<file path="src/rtl/step_sequencer_pkg.sv">
`default_nettype none
// +--------------------------------------------------------------------------+
// | step_sequencer_pkg                                                       |
// | Shared lane indices, FSM encoding and step-record sizing.                |
// | Revision: 1.0                                                            |
// +--------------------------------------------------------------------------+
package step_sequencer_pkg;

    localparam int LANE_LEFT  = 0;
    localparam int LANE_RIGHT = 1;
    localparam int LANE_UP    = 2;
    localparam int LANE_DOWN  = 3;

    typedef enum logic [1:0] {
        ST_IDLE   = 2'd0,
        ST_RUN    = 2'd1,
        ST_PAUSED = 2'd2,
        ST_DONE   = 2'd3
    } state_t;

    // A table record is {time, lane_mask}.
    function automatic int step_rec_w(input int tw, input int lanes);
        return tw + lanes;
    endfunction

endpackage
`default_nettype wire

</file>
<file path="src/rtl/step_sequencer_ms_tick.sv">
`default_nettype none
// +--------------------------------------------------------------------------+
// | step_sequencer_ms_tick                                                   |
// | Millisecond prescaler with enable and clear; one-cycle tick at terminal. |
// | Revision: 1.0                                                            |
// +--------------------------------------------------------------------------+
module step_sequencer_ms_tick #(
    parameter int CLK_PER_MS = 50000
) (
    input  logic clk,
    input  logic rst,
    input  logic i_en,
    input  logic i_clr,
    output logic o_tick
);

    localparam int                c_CW   = $clog2(CLK_PER_MS);
    localparam logic [c_CW-1:0]   c_TERM = c_CW'(CLK_PER_MS - 1);

    logic [c_CW-1:0] r_cnt;

    assign o_tick = i_en && !i_clr && (r_cnt == c_TERM);

    always_ff @(posedge clk or negedge rst) begin
        if (!rst) begin
            r_cnt <= '0;
        end else if (i_clr) begin
            r_cnt <= '0;
        end else if (i_en) begin
            r_cnt <= o_tick ? '0 : r_cnt + 1'b1;
        end
    end

endmodule
`default_nettype wire

</file>
<file path="src/rtl/step_sequencer.sv">
`default_nettype none
// +--------------------------------------------------------------------------+
// | step_sequencer                                                           |
// | Plays a loadable (time, lane-mask) step table against a ms song clock.   |
// | Revision: 1.0                                                            |
// +--------------------------------------------------------------------------+
module step_sequencer
    import step_sequencer_pkg::*;
#(
    parameter  int LANES      = 4,
    parameter  int DEPTH      = 32,
    parameter  int TW         = 15,
    parameter  int CLK_PER_MS = 50000,
    parameter  int SONG_MS    = 30000,
    parameter  int HOLD_MS    = 250,
    localparam int AW         = $clog2(DEPTH)
) (
    input  logic             clk,
    input  logic             rst,
    input  logic             start,
    input  logic             pause,
    input  logic             loop,
    input  logic [AW:0]      step_count,
    input  logic             load_en,
    input  logic [AW-1:0]    load_addr,
    input  logic [TW-1:0]    load_time,
    input  logic [LANES-1:0] load_lanes,
    output logic [LANES-1:0] arrows,
    output logic             step_strobe,
    output logic [AW-1:0]    step_idx,
    output logic             busy,
    output logic             lap,
    output logic             done
);

    localparam int               c_RW    = step_rec_w(TW, LANES);
    localparam int               c_HW    = $clog2(HOLD_MS + 1);
    localparam logic [TW-1:0]    c_LAST  = TW'(SONG_MS - 1);
    localparam logic [c_HW-1:0]  c_HOLD  = c_HW'(HOLD_MS);
    localparam logic [AW:0]      c_DEPTH = (AW + 1)'(DEPTH);

    state_t          r_state;
    logic [TW-1:0]   r_time;
    logic [AW:0]     r_ptr;
    logic [AW:0]     r_cnt;
    logic [c_HW-1:0] r_hold;
    logic [c_RW-1:0] r_table [DEPTH];

    logic             w_run;
    logic             w_tick;
    logic [c_RW-1:0]  w_entry;
    logic [TW-1:0]    w_next_time;
    logic             w_end;
    logic             w_fire;
    logic [AW:0]      w_cnt_in;

    // Start has priority over pause, so the start cycle itself never counts.
    assign w_run       = busy && !pause && !start;
    assign w_entry     = r_table[r_ptr[AW-1:0]];
    assign w_next_time = r_time + 1'b1;
    assign w_end       = (r_time == c_LAST);
    // Compare against the song time that this tick advances to.
    assign w_fire      = !w_end && (r_ptr < r_cnt) && (w_entry[c_RW-1:LANES] <= w_next_time);
    assign w_cnt_in    = (step_count > c_DEPTH) ? c_DEPTH : step_count;

    step_sequencer_ms_tick #(
        .CLK_PER_MS (CLK_PER_MS)
    ) u_ms_tick (
        .clk    (clk),
        .rst    (rst),
        .i_en   (w_run),
        .i_clr  (start),
        .o_tick (w_tick)
    );

    always_ff @(posedge clk) begin
        if (load_en && !busy) begin
            r_table[load_addr] <= {load_time, load_lanes};
        end
    end

    always_ff @(posedge clk or negedge rst) begin
        if (!rst) begin
            r_state     <= ST_IDLE;
            r_time      <= '0;
            r_ptr       <= '0;
            r_cnt       <= '0;
            r_hold      <= '0;
            arrows      <= '0;
            step_strobe <= 1'b0;
            step_idx    <= '0;
            busy        <= 1'b0;
            lap         <= 1'b0;
            done        <= 1'b0;
        end else begin
            step_strobe <= 1'b0;
            lap         <= 1'b0;
            if (start) begin
                r_state <= ST_RUN;
                busy    <= 1'b1;
                done    <= 1'b0;
                r_time  <= '0;
                r_ptr   <= '0;
                r_hold  <= '0;
                r_cnt   <= w_cnt_in;
                arrows  <= '0;
            end else begin
                case (r_state)
                    ST_RUN, ST_PAUSED: begin
                        r_state <= pause ? ST_PAUSED : ST_RUN;
                        if (w_tick) begin
                            if (w_end) begin
                                r_time <= '0;
                                r_ptr  <= '0;
                                r_hold <= '0;
                                arrows <= '0;
                                if (loop) begin
                                    lap <= 1'b1;
                                end else begin
                                    r_state <= ST_DONE;
                                    busy    <= 1'b0;
                                    done    <= 1'b1;
                                end
                            end else begin
                                r_time <= w_next_time;
                                if (w_fire) begin
                                    arrows      <= w_entry[LANES-1:0];
                                    step_idx    <= r_ptr[AW-1:0];
                                    step_strobe <= 1'b1;
                                    r_ptr       <= r_ptr + 1'b1;
                                    r_hold      <= c_HOLD;
                                end else if (r_hold != '0) begin
                                    r_hold <= r_hold - 1'b1;
                                    if (r_hold == c_HW'(1)) begin
                                        arrows <= '0;
                                    end
                                end
                            end
                        end
                    end
                    default: ;
                endcase
            end
        end
    end

endmodule
`default_nettype wire

</file>
<file path="config.mk">
export PLATFORM = sky130hd
export DESIGN_NAME = step_sequencer
export DESIGN_NICKNAME = d
export VERILOG_FILES = /design/src/rtl/step_sequencer_pkg.sv /design/src/rtl/step_sequencer_ms_tick.sv /design/src/rtl/step_sequencer.sv
export SDC_FILE = /design/constraint.sdc
export NUM_CORES = 1
export LEC_CHECK = 0
export CAP_MARGIN = 10
export CORE_UTILIZATION = 48
export DETAILED_ROUTE_END_ITERATION = 7
export PLACE_DENSITY_LB_ADDON = 0.25
export SLEW_MARGIN = 5
export SYNTH_ARGS = -nofsm -noshare
export SYNTH_HDL_FRONTEND = slang
export SYNTH_SLANG_ARGS = --single-unit
</file>
<file path="constraint.sdc">
create_clock -name clk -period 7.4 [get_ports clk]
set_input_delay 1.11 -clock clk [delete_from_list [all_inputs] [get_ports clk]]
set_output_delay 1.11 -clock clk [all_outputs]
set_load 0.02 [all_outputs]
</file>
Yosys cells after proc, flatten, opt, wreduce, memory -nomap -nowiden. Memory sizes are Yosys's and may differ from the RTL's. Cells that the tools add are included.

Reduce and logical (&&, ||, !) cells: 26. $add $sub $neg: 4. Equality and inequality tests: 6. Bitwise gates (word level): 2. Mux-type cells: 54. $lt $le $gt $ge: 3.

Operator list (count): 15-bit 2-to-1 mux (4); 16-bit 2-to-1 mux (3); 8-bit 2-to-1 mux (6); 6-bit 2-to-1 mux (6); 4-bit 2-to-1 mux (7); 1-bit 2-to-1 mux (22); 16-bit by 1-bit adder with 16-bit output (second input constant) (1); 16-bit == test (second input constant) (1); 15-bit by 1-bit adder with 15-bit output (second input constant) (1); 15-bit == test (second input constant) (1); 15-bit <= comparator (1); 2-bit 2-to-1 mux (6); 8-bit by 1-bit == test with 1-bit output (second input constant) (1); 4-bit AND reduction (2); 2-bit nonzero test (4); 4-bit nonzero test (2); 8-bit nonzero test (1); 8-bit by 1-bit subtractor with 8-bit output (second input constant) (1); 1-bit logical AND (7); 6-bit by 1-bit adder with 6-bit output (second input constant) (1); 6-bit > comparator (second input constant) (1); 6-bit less-than comparator (1); 3-bit AND reduction (2); 5-bit AND reduction (1); other kinds (8) (12).

Flip-flop bits (word level): 66. Memories: 1. Word-level logic and storage cells: 108. Memory bits (writable): 608.

Memory list: r_table (words 32, bits a word 19, rd ports 1, clocked after Yosys merged registers in 0, wr ports 1, line step_sequencer.sv:47) `logic [c_RW-1:0] r_table [DEPTH];`.

Longest topological paths before layout. Gate-level depths: netlist (run 1).

Word-level depth: 9. Depth in mapped cells: 16.

By module. A second synthesis (run 1) with hierarchy kept.

Cells, all modules: 1333. Area total of the unflattened synthesis: 27083.5 um^2.

Modules (own cells, without submodules): step_sequencer (seq. area each 19508.7 um^2, instances 1, area an instance 26150.1 um^2, cells an instance 1232); step_sequencer_ms_tick (seq. area each 400.4 um^2, instances 1, area an instance 933.4 um^2, cells an instance 101).

Worst setup path after synthesis (run 1). Ideal clock, no wire load.

Path type: reg2reg. Start: reg r_ptr[1]. End: reg r_ptr[4]. Data arrival time: 4168 ps. Path slack: 3122 ps. Cell stages (with the launch flop): 16. Library setup time: 110 ps. Buffers on the path: 5. Data required time: 7290 ps. Cells stage by stage: dfrtp_1 buf_2 clkbuf_1 buf_1 mux4_2 mux4_2 mux2_2 ha_1 and4_1 a21boi_0 o311ai_1 o21ai_1 or3_1 buf_4 buf_4 o41ai_1.

Word-level cells in the longest chain between the ends: 6.

Ends and longest elaborated chain: start: declaration (line step_sequencer.sv:44) `logic [AW:0] r_ptr;`; start signal: assignment (line step_sequencer.sv:130) `r_ptr <= r_ptr + 1'b1;`; branches (longest 6 deep; another with memory 32 x 19 bit).

Parallel ways; which one is timed is not known. The select of a mux whose other input is x is not followed. A chain may end at the register's enable or synchronous reset.

Worst setup path after layout (run 1).
Start: reg r_ptr[0]. End: reg r_ptr[3].

Same word-level chain as after synthesis.

==> results of run 1 <==
## registers in the layout, summed over array words and instances, names as in the netlist, 2 cells and up
signal           cells
r_table            608
u_ms_tick.r_cnt     16
r_time              15
r_hold               8
r_cnt                6
r_ptr                6
step_idx             5
arrows               4
r_state              2
## cell type report
cell class                 count  area share, %
tap                          748           3.02
multi-input combinational    642           22.7
timing repair buffer         102           2.88
clock buffer                  90           5.99
clock inverter                36          0.905
inverter                      15          0.182
sequential                   674           64.3
## stage by stage
step	instance area, um2	total power, mW	utilization, %	setup slack, ps
2_1_floorplan	27200	4.29	-	3120
3_3_place_gp	28800	4.38	51.9	1910
3_5_place_dp	28800	4.38	51.9	1830
4_1_cts	31000	7.67	55.8	1810
5_1_grt	31000	7.82	55.8	1500
6_report	31000	7.61	55.8	1860
## worst min path at each step
stage | end | startpoint
global placement | u_ms_tick.r_cnt[15]$_DFFE_PN0P_ | u_ms_tick.r_cnt[15]$_DFFE_PN0P_
floorplan | u_ms_tick.r_cnt[15]$_DFFE_PN0P_ | u_ms_tick.r_cnt[15]$_DFFE_PN0P_
finish | step_idx[2]$_DFFE_PN0P_ | step_idx[2]$_DFFE_PN0P_
CTS | step_idx[2]$_DFFE_PN0P_ | step_idx[2]$_DFFE_PN0P_
detailed placement | step_idx[2]$_DFFE_PN0P_ | step_idx[2]$_DFFE_PN0P_
global route | step_idx[1]$_DFFE_PN0P_ | step_idx[1]$_DFFE_PN0P_
## logic make-up (layout without fill, tap and decap cells)
family	Yosys count	after routing	synth area share (%)
flip-flops	674	674	73.2
AND/OR/NAND/NOR	253	253	4.73
multiplexers	219	219	16.1
AO/OA/AOI/OAI	129	129	3.03
buffers and inverters	79	243	1.28
adder cells (fa/ha/maj)	25	25	1.15
XOR/XNOR	16	16	0.515
## per-layer routing
| metal | wire length, um | GRT usage [%] |
|---|---|---|
| met4 | 1620 | 6.83 |
| met2 | 31300 | 37.1 |
| met3 | 4250 | 4.12 |
| met1 | 25900 | 31.1 |
| met5 | 0 | 0 |
## cell usage after synthesis, drive strengths merged (10+ instances only)
library cell and number:
mux2 19, o21ai 45, nand4 10, dfrtp 66, edfxtp 608, clkbuf 30, ha 25, xnor2 11
nor2 74, mux4 174, a21oi 20, a31oi 11, inv 14, nand3 29, mux2i 26, nand2 60
nor3 13, and3 13, buf 34
## worst max-delay path, delay by kind of cell, from the launching register on
family	cells	cell delay, ps
adder cells (fa/ha/maj)	1	330
AND/OR/NAND/NOR	2	790
flip-flops	1	1000
buffers and inverters	2	740
multiplexers	3	1360
AO/OA/AOI/OAI	5	1090
## power by group
part           switching [mW]  leakage [nW]  internal [mW]
sequential            0.00897          6.35           4.16
combinational          0.0966          2.40         0.0381
clock                    1.44          1.06           1.86
==> qor.txt, run 1 <==
placed cell count = 2,181
vias in the first global route = 14.3k
global-route wire length before repair = 93,700 um
final setup fails = 0
Hold Vio Cnt, Final = 0
Root Buffer = clkbuf_16
Post-synth EDFFs = 608
register area = 19,900 um2
clk_lat worst skew = 610 ps
fin. max-slew vios = 0
vias per inst = 6.09
clk sink count = 674
Vias = 14.0k
most common cell after layout, fill and taps aside = edfxtp_1
most frequent cells in the layout = 608 x edfxtp_1, 174 x mux4_2, 70 x clkbuf_16
Mapped Area = 27,200 um2
unrepaired setup endpoints after global routing = no
Critical Path RT = 7870 ps
NumNets Final = 1,566
slowest stage delay, CP = 1000 ps
CTS resizes = 0
core area = 55,500 um2
footprint of the multi-input gates = 7040 um2
filler instances = 4,195
Synth Register Bits = 674
worst-margin pin slew = 1210 ps
Final Non-Filler Cells = 2,307
Async SR Flop Fraction = 9.79%
CP cell instances = buf_4 -> buf_4 -> mux4_2 -> mux4_2 -> mux2_2 -> ha_1 -> a21oi_1 -> o21ai_0 -> a221oi_1 -> nor2_1 -> or3_1 -> o311ai_0 -> o41ai_1
first-pass detailed-route iteration total = 7
Synth Flop Type = edfxtp_1
critical path's slowest cell = dfrtp_4
Startpoint Class = flip-flop
Avg Cell Area, Syn = 19.5 um2
final period utilization = 74.9%
GRT Total Usage = 22.7%
fmax = 180 MHz
dominant cell type by area after synthesis = edfxtp_1
Mapped Nets = 1,456
Die X = 240 um
Initial Utilization = 49.0%
worst r2r src = r_ptr[0]$_DFFE_PN0P_
ANT nets after route = 0
I/O pins = 49
Distinct cells, synth = 67
port bufs = 48
hpwl dp = 37,700 um
initial antenna violation count = 0
antenna cell count = 0
number of buffers created by CTS = 70
setup TNS = 0 ps
number of hold buffers added after cts = 0
outcome = complete, no violations
leakage dissipation = 9.81 nW
worst reg2reg setup slack = 1860 ps
Core Rows = 86
share of layout cells above drive strength 1 = 25.1%
path depth of the worst reg2reg path = 13
Synth area leaders = edfxtp_1 67%, mux4_2 14%, dfrtp_1 6.1%, ha_1 1.1%, nor2_1 1.0%
WL per Instance = 27.3 um
Remaining DRCs = 0
CTS tree = yes
worst clock skew = 20.2 ps
pin count of the biggest net entering global routing = 67
grt total ovfl = 0
sequential area share after synthesis = 73.2%
crit-path max FO = 42
postcts setup bufs = 0
r2r endpoint = r_ptr[3]$_DFFE_PN0P_
WP data arrival = 6010 ps
PD cells = 246 nW/um2
crit path from = r_ptr[0]$_DFFE_PN0P_
post-synth top area share = 67.1%
H-Tree Depth = 3
floorplan die height = 240 um
routability cong. = 0.891
Clk pin slew, worst setup/hold paths = 60 ps
MaxCap Viol Count = 0
Synth Warn # = 0
CP Class = flip-flop to flip-flop
hold depth = 1
post-route minimum period = 5540 ps
Initial DRC Count = 1,406
Clock Tree Buf Depth = 3
worst vdd ir = 0.000229 V
die area = 57,700 um2
Post-Route WL = 63,000 um
CP Capture Type = flip-flop
area delta synth->final = 13.8%
Gate Count Post-Synth = 1,395
worst min-delay path category = flip-flop to flip-flop
worst hold slack = 502 ps
Max-slew headroom = 18.9%
Critical Path Sink = r_ptr[3]$_DFFE_PN0P_
Power figures use the tool's default switching activity.
==> run 2: changes to the inputs <==
==> constraint.sdc (replaced) <==
create_clock -name clk -period 4.8 [get_ports clk]
set_input_delay 0.72 -clock clk [delete_from_list [all_inputs] [get_ports clk]]
set_output_delay 0.72 -clock clk [all_outputs]
set_load 0.02 [all_outputs]
==> qor.txt, run 2 (synthesis results as in run 1) <==
most common cell after layout, fill and taps aside = edfxtp_1 (unchanged)
clk_lat worst skew = 620 ps (was 610 ps)
vias in the first global route = 14.6k (was 14.3k)
worst r2r src = r_ptr[0]$_DFFE_PN0P_ (unchanged)
Clk pin slew, worst setup/hold paths = 60 ps (about the same)
Most Frequent Cell on Critical Path = mux4_2
Startpoint Class = flip-flop (unchanged)
post-route minimum period = 4580 ps (was 5540 ps)
crit-path max FO = 28 (was 42)
register area = 19,900 um2 (unchanged)
global-route wire length before repair = 95,600 um (was 93,700 um)
crit path from = r_ptr[0]$_DFFE_PN0P_ (unchanged)
die area = 57,700 um2 (unchanged)
biggest regs = r_table: 608 flops, u_ms_tick.r_cnt: 16 flops, r_time: 15 flops (unchanged)
Finished Cell Area = 31,300 um2 (was 31,000 um2)
CP Class = flip-flop to flip-flop (unchanged)
fin. max-slew vios = 0 (unchanged)
core area = 55,500 um2 (unchanged)
Vias = 14.0k (about the same)
most frequent cells in the layout = 608 x edfxtp_1, 174 x mux4_2, 71 x clkbuf_16 (was 608 x edfxtp_1, 174 x mux4_2, 70 x clkbuf_16)
CP Capture Type = flip-flop (unchanged)
fmax = 219 MHz (was 180 MHz)
NumNets Final = 1,575 (was 1,566)
I/O pins = 49 (unchanged)
number of buffers created by CTS = 70 (unchanged)
worst-margin pin slew = 1180 ps (was 1210 ps)
Max-slew headroom = 21.2% (was 18.9%)
Clock Tree Buf Depth = 3 (unchanged)
final setup fails = 0 (unchanged)
slowest stage delay, CP = 540 ps (was 1000 ps)
initial antenna violation count = 0 (unchanged)
Remaining DRCs = 0 (unchanged)
port bufs = 48 (unchanged)
pin count of the biggest net entering global routing = 42 (was 67)
worst vdd ir = 0.000289 V (was 0.000229 V)
PD cells = 382 nW/um2 (was 246 nW/um2)
GRT Total Usage = 23.2% (was 22.7%)
final worst slack = 224 ps (was 1860 ps)
pre-CTS setup slack = 200 ps (was 1830 ps)
first-pass detailed-route iteration total = 5 (was 7)
WP data arrival = 5090 ps (was 6010 ps)
Die X = 240 um (unchanged)
worst hold slack = 216 ps (was 502 ps)
CTS tree = yes (unchanged)
routability cong. = 0.868 (was 0.891)
footprint of the multi-input gates = 7050 um2 (was 7040 um2)
grt total ovfl = 0 (unchanged)
Hold Vio Cnt, Final = 0 (unchanged)
MaxCap Viol Count = 0 (unchanged)
clk sink count = 674 (unchanged)
Post-Place Cell Area = 29,000 um2 (was 28,800 um2)
postcts setup bufs = 0 (unchanged)
floorplan die height = 240 um (unchanged)
share of layout cells above drive strength 1 = 25.9% (was 25.1%)
Root Buffer = clkbuf_16 (unchanged)
H-Tree Depth = 3 (unchanged)
antenna cell count = 0 (unchanged)
outcome = complete, no violations (unchanged)
leakage dissipation = 9.92 nW (was 9.81 nW)
Core Rows = 86 (unchanged)
vias per inst = 6.05 (was 6.09)
critical path's slowest cell = dfrtp_4 (unchanged)
Final Util = 56.3% (was 55.8%)
placed cell count = 2,189 (was 2,181)
unrepaired setup endpoints after global routing = no (unchanged)
Critical Path RT = 5320 ps (was 7870 ps)
Post-Route WL = 63,800 um (was 63,000 um)
area delta synth->final = 14.9% (was 13.8%)
Biggest register = r_table (unchanged)
worst clock skew = 32.0 ps (was 20.2 ps)
Initial Utilization = 49.0% (unchanged)
CP cell instances = buf_12 -> mux4_2 -> mux4_2 -> mux2_2 -> ha_1 -> and4_1 -> a21boi_0 -> o311ai_2 -> o21ai_1 -> or3_1 -> buf_4 -> a31oi_1 -> a2bb2oi_1 (was buf_4 -> buf_4 -> mux4_2 -> mux4_2 -> mux2_2 -> ha_1 -> a21oi_1 -> o21ai_0 -> a221oi_1 -> nor2_1 -> or3_1 -> o311ai_0 -> o41ai_1)
max reg flops = 608 (unchanged)
final period utilization = 95.3% (was 74.9%)
WL per Instance = 27.5 um (was 27.3 um)
setup TNS = 0 ps (unchanged)
Final Non-Filler Cells = 2,318 (was 2,307)
filler instances = 4,176 (was 4,195)
Total Power = 12.0 mW (was 7.61 mW)
hpwl dp = 37,000 um (was 37,700 um)
worst min-delay path category = input pin to async pin (was flip-flop to flip-flop)
Initial DRC Count = 1,536 (was 1,406)
ANT nets after route = 0 (unchanged)
[run 2: power by group]
part / leakage, nW / internal (mW) / total [mW] / switching (mW)
combinational: 2.47 / 0.0602 / 0.208 / 0.148
sequential: 6.35 / 6.42 / 6.43 / 0.0139
clock: 1.10 / 3.06 / 5.32 / 2.26
[run 2: timing repair]
item	in CTS	in global routing
resized for setup	0	4
endpoints found under the setup margin	0	2
hold buffers	0	0
[run 2: layer usage]
metal  up-vias  part of all wire, %  global-route usage, %
met5         -                    0                      0
met4         0                  2.6                   6.45
met3       110                  6.1                   3.89
met2       523                   50                   38.9
met1      7415                   41                   31.7
li1       5983                    -                      -
[run 2: layout make-up]
class                   count  share of cell area (%)
flip-flops and latches    674                    63.7
multi-input cells         642                    22.5
clock buffers              82                    5.82
repair buffers            111                    3.35
well taps                 748                    2.99
clock inverters            46                    1.42
inverters                  15                   0.180
[run 2: worst max-delay path: cells and delay by family (launching register included)]
| kind | cells | cell delay [ps] |
|---|---|---|
| multiplexers | 3 | 1350 |
| AO/OA/AOI/OAI | 5 | 1010 |
| AND/OR/NAND/NOR | 2 | 750 |
| flip-flops | 1 | 540 |
| buffers and inverters | 2 | 510 |
| adder cells (fa/ha/maj) | 1 | 290 |
[run 2: worst paths after layout]
path,depth (start not counted),slack [ps],endpoint
hold reg to reg,1,500,step_idx[2]$_DFFE_PN0P_
setup reg to reg,13,220,r_hold[1]$_DFFE_PN0P_
setup / recovery,13,220,r_hold[1]$_DFFE_PN0P_
max in group asynchronous,2,3640,r_ptr[1]$_DFFE_PN0P_
hold / removal,1,220,u_ms_tick.r_cnt[12]$_DFFE_PN0P_
min in group clk,1,500,step_idx[2]$_DFFE_PN0P_
